**config.mk**
```make
export PLATFORM = sky130hd
export DESIGN_NAME = apb_uart_slave
export DESIGN_NICKNAME = d
export VERILOG_FILES = /design/src/rtl/apb_uart_slave.sv
export SDC_FILE = /design/constraint.sdc
export NUM_CORES = 1
export LEC_CHECK = 0
export ABC_CLOCK_PERIOD_IN_PS = 2600
export BUFFER_PORTS_ARGS = -buffer_cell sky130_fd_sc_hd__buf_4
export CORE_ASPECT_RATIO = 0.8
export CORE_MARGIN = 2
export CORE_UTILIZATION = 51
export DETAILED_ROUTE_END_ITERATION = 8
export PLACE_DENSITY_LB_ADDON = 0.08
export SYNTH_ARGS = -nofsm -noshare
export SYNTH_HDL_FRONTEND = slang
export SYNTH_SLANG_ARGS = --single-unit
```
**constraint.sdc**
```tcl
create_clock -name PCLK -period 2.6 [get_ports PCLK]
set_input_delay 0.52 -clock PCLK [delete_from_list [all_inputs] [get_ports PCLK]]
set_output_delay 0.52 -clock PCLK [all_outputs]
set_load 0.005 [all_outputs]
```
**src/rtl/apb_uart_slave.sv**
```systemverilog
// APB3 slave front-end for a UART core: decodes transfers into TX pushes, RX pops,
// status/control/baud register accesses, with one wait state per transfer.
module apb_uart_slave #(
    parameter logic [15:0] DEFAULT_DIV = 16'd163
) (
    input  logic        PCLK,
    input  logic        PRESETn,
    input  logic        PSEL,
    input  logic        PENABLE,
    input  logic        PWRITE,
    input  logic [31:0] PADDR,
    input  logic [31:0] PWDATA,
    output logic [31:0] PRDATA,
    output logic        PREADY,
    output logic        PSLVERR,
    output logic        wr_uart,
    output logic [7:0]  w_data,
    input  logic        tx_full,
    output logic        rd_uart,
    input  logic [7:0]  r_data,
    input  logic        rx_empty,
    output logic [15:0] baud_div,
    output logic        uart_en,
    output logic        irq
);

    localparam int unsigned DATA_W = 32;
    localparam int unsigned CTRL_W = 3;

    localparam logic [2:0] REG_TXDATA = 3'd0;
    localparam logic [2:0] REG_RXDATA = 3'd1;
    localparam logic [2:0] REG_STATUS = 3'd2;
    localparam logic [2:0] REG_CTRL   = 3'd3;
    localparam logic [2:0] REG_BAUD   = 3'd4;

    typedef enum logic [1:0] {
        S_IDLE = 2'd0,
        S_WAIT = 2'd1,
        S_DONE = 2'd2
    } state_t;

    state_t              state, state_n;
    logic [31:2]         addr_q, addr_n;
    logic                write_q, write_n;
    logic [15:0]         wdata_q, wdata_n;
    logic [CTRL_W-1:0]   ctrl, ctrl_n;
    logic                tx_drop, tx_drop_n;
    logic                rx_under, rx_under_n;
    logic [DATA_W-1:0]   prdata_n;
    logic                pready_n, pslverr_n, wr_n, rd_n, irq_n;
    logic [7:0]          w_data_n;
    logic [15:0]         baud_n;
    logic                addr_err;
    logic [2:0]          reg_idx;

    // Address bits and upper data bits that carry no meaning for this register map
    logic unused_bits;
    assign unused_bits = &{1'b0, PADDR[1:0], PWDATA[31:16]};

    assign reg_idx  = addr_q[4:2];
    assign addr_err = (|addr_q[31:5]) || (reg_idx > REG_BAUD);
    assign uart_en  = ctrl[0];

    // State, latched setup fields, registered outputs and config registers
    always_ff @(posedge PCLK or negedge PRESETn) begin
        if (!PRESETn) begin
            state    <= S_IDLE;
            addr_q   <= '0;
            write_q  <= 1'b0;
            wdata_q  <= '0;
            ctrl     <= '0;
            tx_drop  <= 1'b0;
            rx_under <= 1'b0;
            PRDATA   <= '0;
            PREADY   <= 1'b0;
            PSLVERR  <= 1'b0;
            wr_uart  <= 1'b0;
            rd_uart  <= 1'b0;
            w_data   <= '0;
            baud_div <= DEFAULT_DIV;
            irq      <= 1'b0;
        end else begin
            state    <= state_n;
            addr_q   <= addr_n;
            write_q  <= write_n;
            wdata_q  <= wdata_n;
            ctrl     <= ctrl_n;
            tx_drop  <= tx_drop_n;
            rx_under <= rx_under_n;
            PRDATA   <= prdata_n;
            PREADY   <= pready_n;
            PSLVERR  <= pslverr_n;
            wr_uart  <= wr_n;
            rd_uart  <= rd_n;
            w_data   <= w_data_n;
            baud_div <= baud_n;
            irq      <= irq_n;
        end
    end

    // Next-state, access decode and side effects
    always_comb begin
        state_n    = state;
        addr_n     = addr_q;
        write_n    = write_q;
        wdata_n    = wdata_q;
        ctrl_n     = ctrl;
        tx_drop_n  = tx_drop;
        rx_under_n = rx_under;
        prdata_n   = PRDATA;
        pready_n   = 1'b0;
        pslverr_n  = 1'b0;
        wr_n       = 1'b0;
        rd_n       = 1'b0;
        w_data_n   = w_data;
        baud_n     = baud_div;
        irq_n      = (ctrl[1] & ~rx_empty) | (ctrl[2] & ~tx_full);

        case (state)
            S_IDLE: begin
                if (PSEL && !PENABLE) begin
                    addr_n  = PADDR[31:2];
                    write_n = PWRITE;
                    wdata_n = PWDATA[15:0];
                    state_n = S_WAIT;
                end
            end
            S_WAIT: begin
                if (!PSEL) begin
                    state_n = S_IDLE;
                end else if (PENABLE) begin
                    state_n  = S_DONE;
                    pready_n = 1'b1;
                    prdata_n = '0;
                    if (addr_err) begin
                        pslverr_n = 1'b1;
                    end else begin
                        case (reg_idx)
                            REG_TXDATA: begin
                                if (write_q) begin
                                    if (tx_full) begin
                                        pslverr_n = 1'b1;
                                        tx_drop_n = 1'b1;
                                    end else begin
                                        wr_n     = 1'b1;
                                        w_data_n = wdata_q[7:0];
                                    end
                                end
                            end
                            REG_RXDATA: begin
                                if (write_q) begin
                                    pslverr_n = 1'b1;
                                end else if (rx_empty) begin
                                    pslverr_n  = 1'b1;
                                    rx_under_n = 1'b1;
                                end else begin
                                    rd_n     = 1'b1;
                                    prdata_n = DATA_W'(r_data);
                                end
                            end
                            REG_STATUS: begin
                                if (write_q) begin
                                    tx_drop_n  = tx_drop  & ~wdata_q[2];
                                    rx_under_n = rx_under & ~wdata_q[3];
                                end else begin
                                    prdata_n = DATA_W'({rx_under, tx_drop, tx_full, rx_empty});
                                end
                            end
                            REG_CTRL: begin
                                if (write_q) ctrl_n = wdata_q[CTRL_W-1:0];
                                else         prdata_n = DATA_W'(ctrl);
                            end
                            REG_BAUD: begin
                                if (write_q) begin
                                    if (wdata_q == 16'd0) pslverr_n = 1'b1;
                                    else                  baud_n = wdata_q;
                                end else begin
                                    prdata_n = DATA_W'(baud_div);
                                end
                            end
                            default: pslverr_n = 1'b1;
                        endcase
                    end
                end
            end
            S_DONE:  state_n = S_IDLE;
            default: state_n = S_IDLE;
        endcase
    end

endmodule

```
; ---- After elaboration in Yosys (flattened, before gate mapping)
; Cells that the tools add are included.
[word_totals]
reg_bits = 115
in_bits = 79
[classes]
magnitude_cmp = 1
eq_ne = 12
mux = 47
bitwise = 11
n_reduce_logical = 18
[ops]
columns = cell, n
row1 = $pmux W16 S4, 1
row2 = $mux W1, 33
row3 = $mux W16, 2
row4 = $reduce_or A27 Y1, 1
row5 = $logic_not A16 Y1, 1
row6 = $mux W8, 2
row7 = $reduce_and A8 Y1, 2
row8 = $reduce_and A7 Y1, 2
row9 = $ne A2 B2 Y1 const B, 6
row10 = $eq A3 B2 Y1 const B, 2
row11 = $mux W2, 3
row12 = $not A1 Y1, 6
row13 = $reduce_and A6 Y1, 1
row14 = $and A1 B1 Y1, 4
row15 = $mux W4, 1
row16 = $pmux W1 S2, 2
row17 = $pmux W1 S4, 1
row18 = $pmux W2 S2, 1
row19 = $reduce_and A2 Y1, 2
row20 = $reduce_bool A2 Y1, 2
row21 = $eq A3 B1 Y1 const B, 1
row22 = $eq A3 B3 Y1 const B, 1
row23 = $gt A3 B3 Y1 const B, 1
row24 = $logic_not A3 Y1, 1
row25 = other kinds (10), 10

; ---- Logic depth before layout (Yosys ltp)
[logic_depth]
word_depth = 8
depth_mapped = 6

; ---- Worst setup path after synthesis
; OpenSTA, ideal clock, no wires.
[synth_timing]
kind = register to register
startpoint = register addr_q[20] (netlist name)
endpoint = register baud_div[15]
t_arrival_ns = 1.932
required_time_ns = 2.475
setup_slack_ns = 0.543
stages_incl_launch_ff = 6
n_path_buf = 1
cell_sequence = dfrtp_1 -> nor4_4 -> nand4_4 -> nor4_4 -> buf_8 -> mux2_4
[synth_via]
elab_chain_cells = 4
[synth_lines]
columns = item, line
row1 = start: declaration, 43  ; logic [31:2] addr_q, addr_n;
row2 = start signal: assignment, 84  ; addr_q <= addr_n;
row3 = $reduce_or A27 Y1, 61  ; assign addr_err = (|addr_q[31:5]) || (reg_idx > REG_BAUD);
row4 = $logic_or A1 B1 Y1, 61
row5 = $not A1 Y1 (no line), n/a
row6 = $reduce_and A7 Y1 (no line), n/a
row7 = end signal: assignment, 96  ; baud_div <= baud_n;
row8 = end: declaration, 22  ; output logic [15:0] baud_div,
; Every way passes these cells.
; A chain may end at the register's enable or synchronous reset.

; ---- Final worst setup path
[layout_timing]
startpoint = register addr_q[27] (netlist name)
endpoint = register baud_div[10]
; The elaborated chain is that of the path after synthesis.

==> out/qor.tcl <==
set qor(cp.arrival_ns) 2.47
set qor(post-cts-setup-buffers) 0
set qor(vdd_ir_drop_max_mv) 0.404
set qor(fp.coreArea_um2) 8410
set qor(finalWirelength_um) 9100
set qor(relSlewSlack_pct) 54.8
set qor(syn_inst) 308
set qor(floorplan.die_area_um2) 9320
set qor(post-route-cell-area_um2) 5470
set qor(crit_path_cell_trace) {nor3_1 -> nand4_4 -> nor4_4 -> buf_4 -> mux2_2}
set qor(hpwlAfterDp_um) 6440
set qor(worst_slew_pin_slew_ns) 0.675
set qor(grt_remaining_overflow) 0
set qor(postPlaceCellArea_um2) 5250
set qor(async_reset_ff_share_pct) 100
set qor(fillCellCount) 661
set qor(ant_nets) 0
set qor(hold_path.class) {in -> async}
set qor(clk_pin_slew_worst_paths_ns) 0.10
set qor(cts-buffers-inserted) 9
set qor(detailedPlace.worstSlack_ns) 0.416
set qor(critPathCaptureType) {flop}
set qor(synth_seq_area_share_pct) 56.9
set qor(yosys.cell_types.count) 46
set qor(final-hold-violation-count) 0
set qor(power_density_nw_per_um2) 610
set qor(finalSetupViolations) 0
set qor(layout_worst_path_cycle_share_pct) 84.9
set qor(final_net_count) 498
set qor(grt_setup_unrepaired) {false}
set qor(layout-drive-gt1-share_pct) 52.6
set qor(leakagePower_uw) 0.00254
set qor(first_global_vias) 2925
set qor(maxSlewViolCount) 0
set qor(cell_row_count) 30
set qor(gp_congestion) 0.820
set qor(global_route_wire_length_before_repair_um) 14900
set qor(grt_max_degree) 63
set qor(post_cts_resize_count) 0
set qor(die_h_um) 86.7
set qor(cts.sink_count) 99
set qor(area_growth_syn_to_layout_pct) 25.4
set qor(routed_wire_length_per_instance_um) 17.0
set qor(cts-root-to-sink-buffers) 2
set qor(ys_ff_latch) 99
set qor(worstSkewPairLatency_ns) 0.37
set qor(tritoncts) {done}
set qor(drt_iter0_drc) 82
set qor(cts_root_buf) {sky130_fd_sc_hd__clkbuf_8}
set qor(worst_ep_required_time_ns) 2.86
set qor(primary_ff_master_synth) {sky130_fd_sc_hd__dfrtp_1}
set qor(worst_slack_ns) 0.392
set qor(worst_hold_slack_ns) 0.112
set qor(worst_clock_skew_ns) 0.0149
set qor(status) {completed}
set qor(die_width_um) 107
set qor(average_cell_area_after_synthesis_um2) 14.2
set qor(totalNegativeSetupSlack_ns) 0
set qor(worst-setup-path-type) {reg -> reg}
set qor(count_of_buffers_from_port_buffering) 106
set qor(vias) 2879
set qor(drc) 0
set qor(top_level_ports) 141
set qor(synth-edff-count) 0
set qor(antenna_cells_inserted) 0
set qor(antenna_found_initial) 0
set qor(critical_path.slowest_cell) {sky130_fd_sc_hd__dfrtp_1}
set qor(route.detailed.vias_per_inst) 5.37
set qor(starting_density_of_the_core_pct) 51.9
set qor(post_cts_hold_buffer_count) 0
set qor(crit_path_max_fanout) 16
set qor(synthesis.area_um2) 4360
set qor(setup_crit_start_kind) {flop}
set qor(finalWorstPathRequiredPeriod_ns) 2.21
set qor(detailedRoute.firstPassIterationCount) 4
set qor(clock_tree.htree_level_count) 3
set qor(clock.fmax_mhz) 453
set qor(max_cap_violations) 0
set qor(max_stage_delay_ns) 0.40
set qor(globalRouteTotalUtil_pct) 20.9
set qor(synth_warnings) 0
==> cells in the final DEF (no fill, tap or decap), types with 3 or more instances in the layout <==
| master | synthesis | final |
|---|---|---|
| sky130_fd_sc_hd__nor4_1 | 4 | 4 |
| sky130_fd_sc_hd__a32o_1 | 8 | 8 |
| sky130_fd_sc_hd__buf_4 | 17 | 115 |
| sky130_fd_sc_hd__o21ai_0 | 10 | 10 |
| sky130_fd_sc_hd__mux2_4 | 10 | 10 |
| sky130_fd_sc_hd__mux2_2 | 63 | 63 |
| sky130_fd_sc_hd__a22oi_1 | 4 | 4 |
| sky130_fd_sc_hd__nand4_1 | 3 | 3 |
| sky130_fd_sc_hd__dfstp_2 | 4 | 4 |
| sky130_fd_sc_hd__nand2_1 | 9 | 9 |
| sky130_fd_sc_hd__a221oi_1 | 3 | 3 |
| sky130_fd_sc_hd__nor4_4 | 8 | 8 |
| sky130_fd_sc_hd__clkbuf_8 | 0 | 9 |
| sky130_fd_sc_hd__inv_1 | 5 | 5 |
| sky130_fd_sc_hd__nor2_1 | 8 | 8 |
| sky130_fd_sc_hd__mux2i_1 | 3 | 3 |
| sky130_fd_sc_hd__dfrtp_1 | 95 | 95 |
| sky130_fd_sc_hd__nor3_1 | 7 | 7 |
| sky130_fd_sc_hd__conb_1 | 1 | 16 |
==> path summary, 6_finish.rpt <==
kind / from / to / slack [ns] / cells past startpoint
setup reg to reg: addr_q[27]$_DFFE_PN0P_ / baud_div[10]$_DFFE_PN0P_ / 0.39 / 5
hold reg to reg: state[1]$_DFFE_PN0P_ / state[0]$_DFFE_PN0P_ / 0.45 / 1
setup / recovery: addr_q[27]$_DFFE_PN0P_ / baud_div[10]$_DFFE_PN0P_ / 0.39 / 5
max in group asynchronous: PRESETn / baud_div[5]$_DFFE_PN1P_ / 1.76 / 2
min in group PCLK: PENABLE / state[0]$_DFFE_PN0P_ / 0.32 / 2
hold / removal: PRESETn / addr_q[3]$_DFFE_PN0P_ / 0.11 / 1
==> routing by layer <==
layer  part of all wire [%]  up-vias  global-route usage (%)  routed length (um)
li1                       -     1326                       -                   -
met1                     45     1463                    28.1                4080
met2                     48       81                    33.5                4380
met3                    5.9        9                    5.79                 536
met4                    1.2        0                    5.94                 111
met5                      0        -                       0                   0
==> power breakdown <==
| group | switching, uW | total [uW] | internal [uW] |
|---|---|---|---|
| Sequential | 157 | 1840 | 1680 |
| Clock | 535 | 1090 | 550 |
| Combinational | 173 | 412 | 239 |
| Total | 865 | 3330 | 2470 |
==> cells by family after synthesis <==
family / after synthesis / synth area share, %
compound gates: 35 / 5.99
xor+xnor: 1 / 0.201
buf+inv: 36 / 4.96
flops: 99 / 56.9
mux: 76 / 20.4
other cells: 1 / 0.0860
simple gates: 60 / 11.5
==> metrics by stage <==
step                      utilization, %  power [uW]  std cells
final                               65.1        3330        536
after global routing                65.1        3500        536
after CTS                           65.1        3380        536
after detailed placement            62.5        2280        520
after global placement              62.5        2260        520
after floorplan                        -        2110        323
==> state kept, by name, summed over array words and instances, names as in the netlist <==
signal,cells
wr_uart,1
w_data,8
tx_drop,1
rx_under,1
PRDATA,16
wdata_q,16
PREADY,1
write_q,1
PSLVERR,1
addr_q,30
state,2
ctrl,3
rd_uart,1
irq,1
baud_div,16
==> synth_stat cells (2+ instances only) <==
cell	n	area share [%]
sky130_fd_sc_hd__nor4_1	4	0.57
sky130_fd_sc_hd__mux2i_1	3	0.69
sky130_fd_sc_hd__nand4_1	3	0.43
sky130_fd_sc_hd__nand3_1	2	0.23
sky130_fd_sc_hd__nor4bb_1	2	0.46
sky130_fd_sc_hd__buf_2	5	0.57
sky130_fd_sc_hd__clkbuf_1	6	0.52
sky130_fd_sc_hd__dfrtp_1	95	54
sky130_fd_sc_hd__buf_4	17	2.9
sky130_fd_sc_hd__dfstp_2	4	2.4
sky130_fd_sc_hd__nand2_1	9	0.77
sky130_fd_sc_hd__or3b_2	2	0.40
sky130_fd_sc_hd__a22oi_1	4	0.69
sky130_fd_sc_hd__nand4_4	2	0.98
sky130_fd_sc_hd__nor4_4	8	3.9
sky130_fd_sc_hd__buf_1	2	0.17
sky130_fd_sc_hd__inv_1	5	0.43
sky130_fd_sc_hd__mux2_4	10	3.4
sky130_fd_sc_hd__o21ai_0	10	1.1
sky130_fd_sc_hd__o41ai_1	2	0.40
sky130_fd_sc_hd__nor3_1	7	0.80
sky130_fd_sc_hd__or4_1	2	0.34
sky130_fd_sc_hd__nor2b_1	2	0.29
sky130_fd_sc_hd__a31oi_1	2	0.29
sky130_fd_sc_hd__nor2_1	8	0.69
sky130_fd_sc_hd__mux2_2	63	16
sky130_fd_sc_hd__a221oi_1	3	0.60
sky130_fd_sc_hd__a32o_1	8	1.8
==> area by class of cell <==
| class | count | area (um^2) | area share (%) |
|---|---|---|---|
| sequential | 99 | 2480 | 45.4 |
| multi-input combinational | 188 | 1730 | 31.6 |
| timing repair buffer | 116 | 883 | 16.1 |
| tap | 112 | 140 | 2.56 |
| clock buffer | 11 | 131 | 2.40 |
| clock inverter | 5 | 86.3 | 1.58 |
| inverter | 5 | 18.8 | 0.343 |
==> worst max-delay path, delay by kind of cell (launching register included) <==
family                 cells  cell delay, ns
AND/OR/NAND/NOR            3            0.98
flip-flops                 1            0.40
multiplexers               1            0.37
buffers and inverters      1            0.33
No activity file was read; power rests on OpenSTA's default activity.
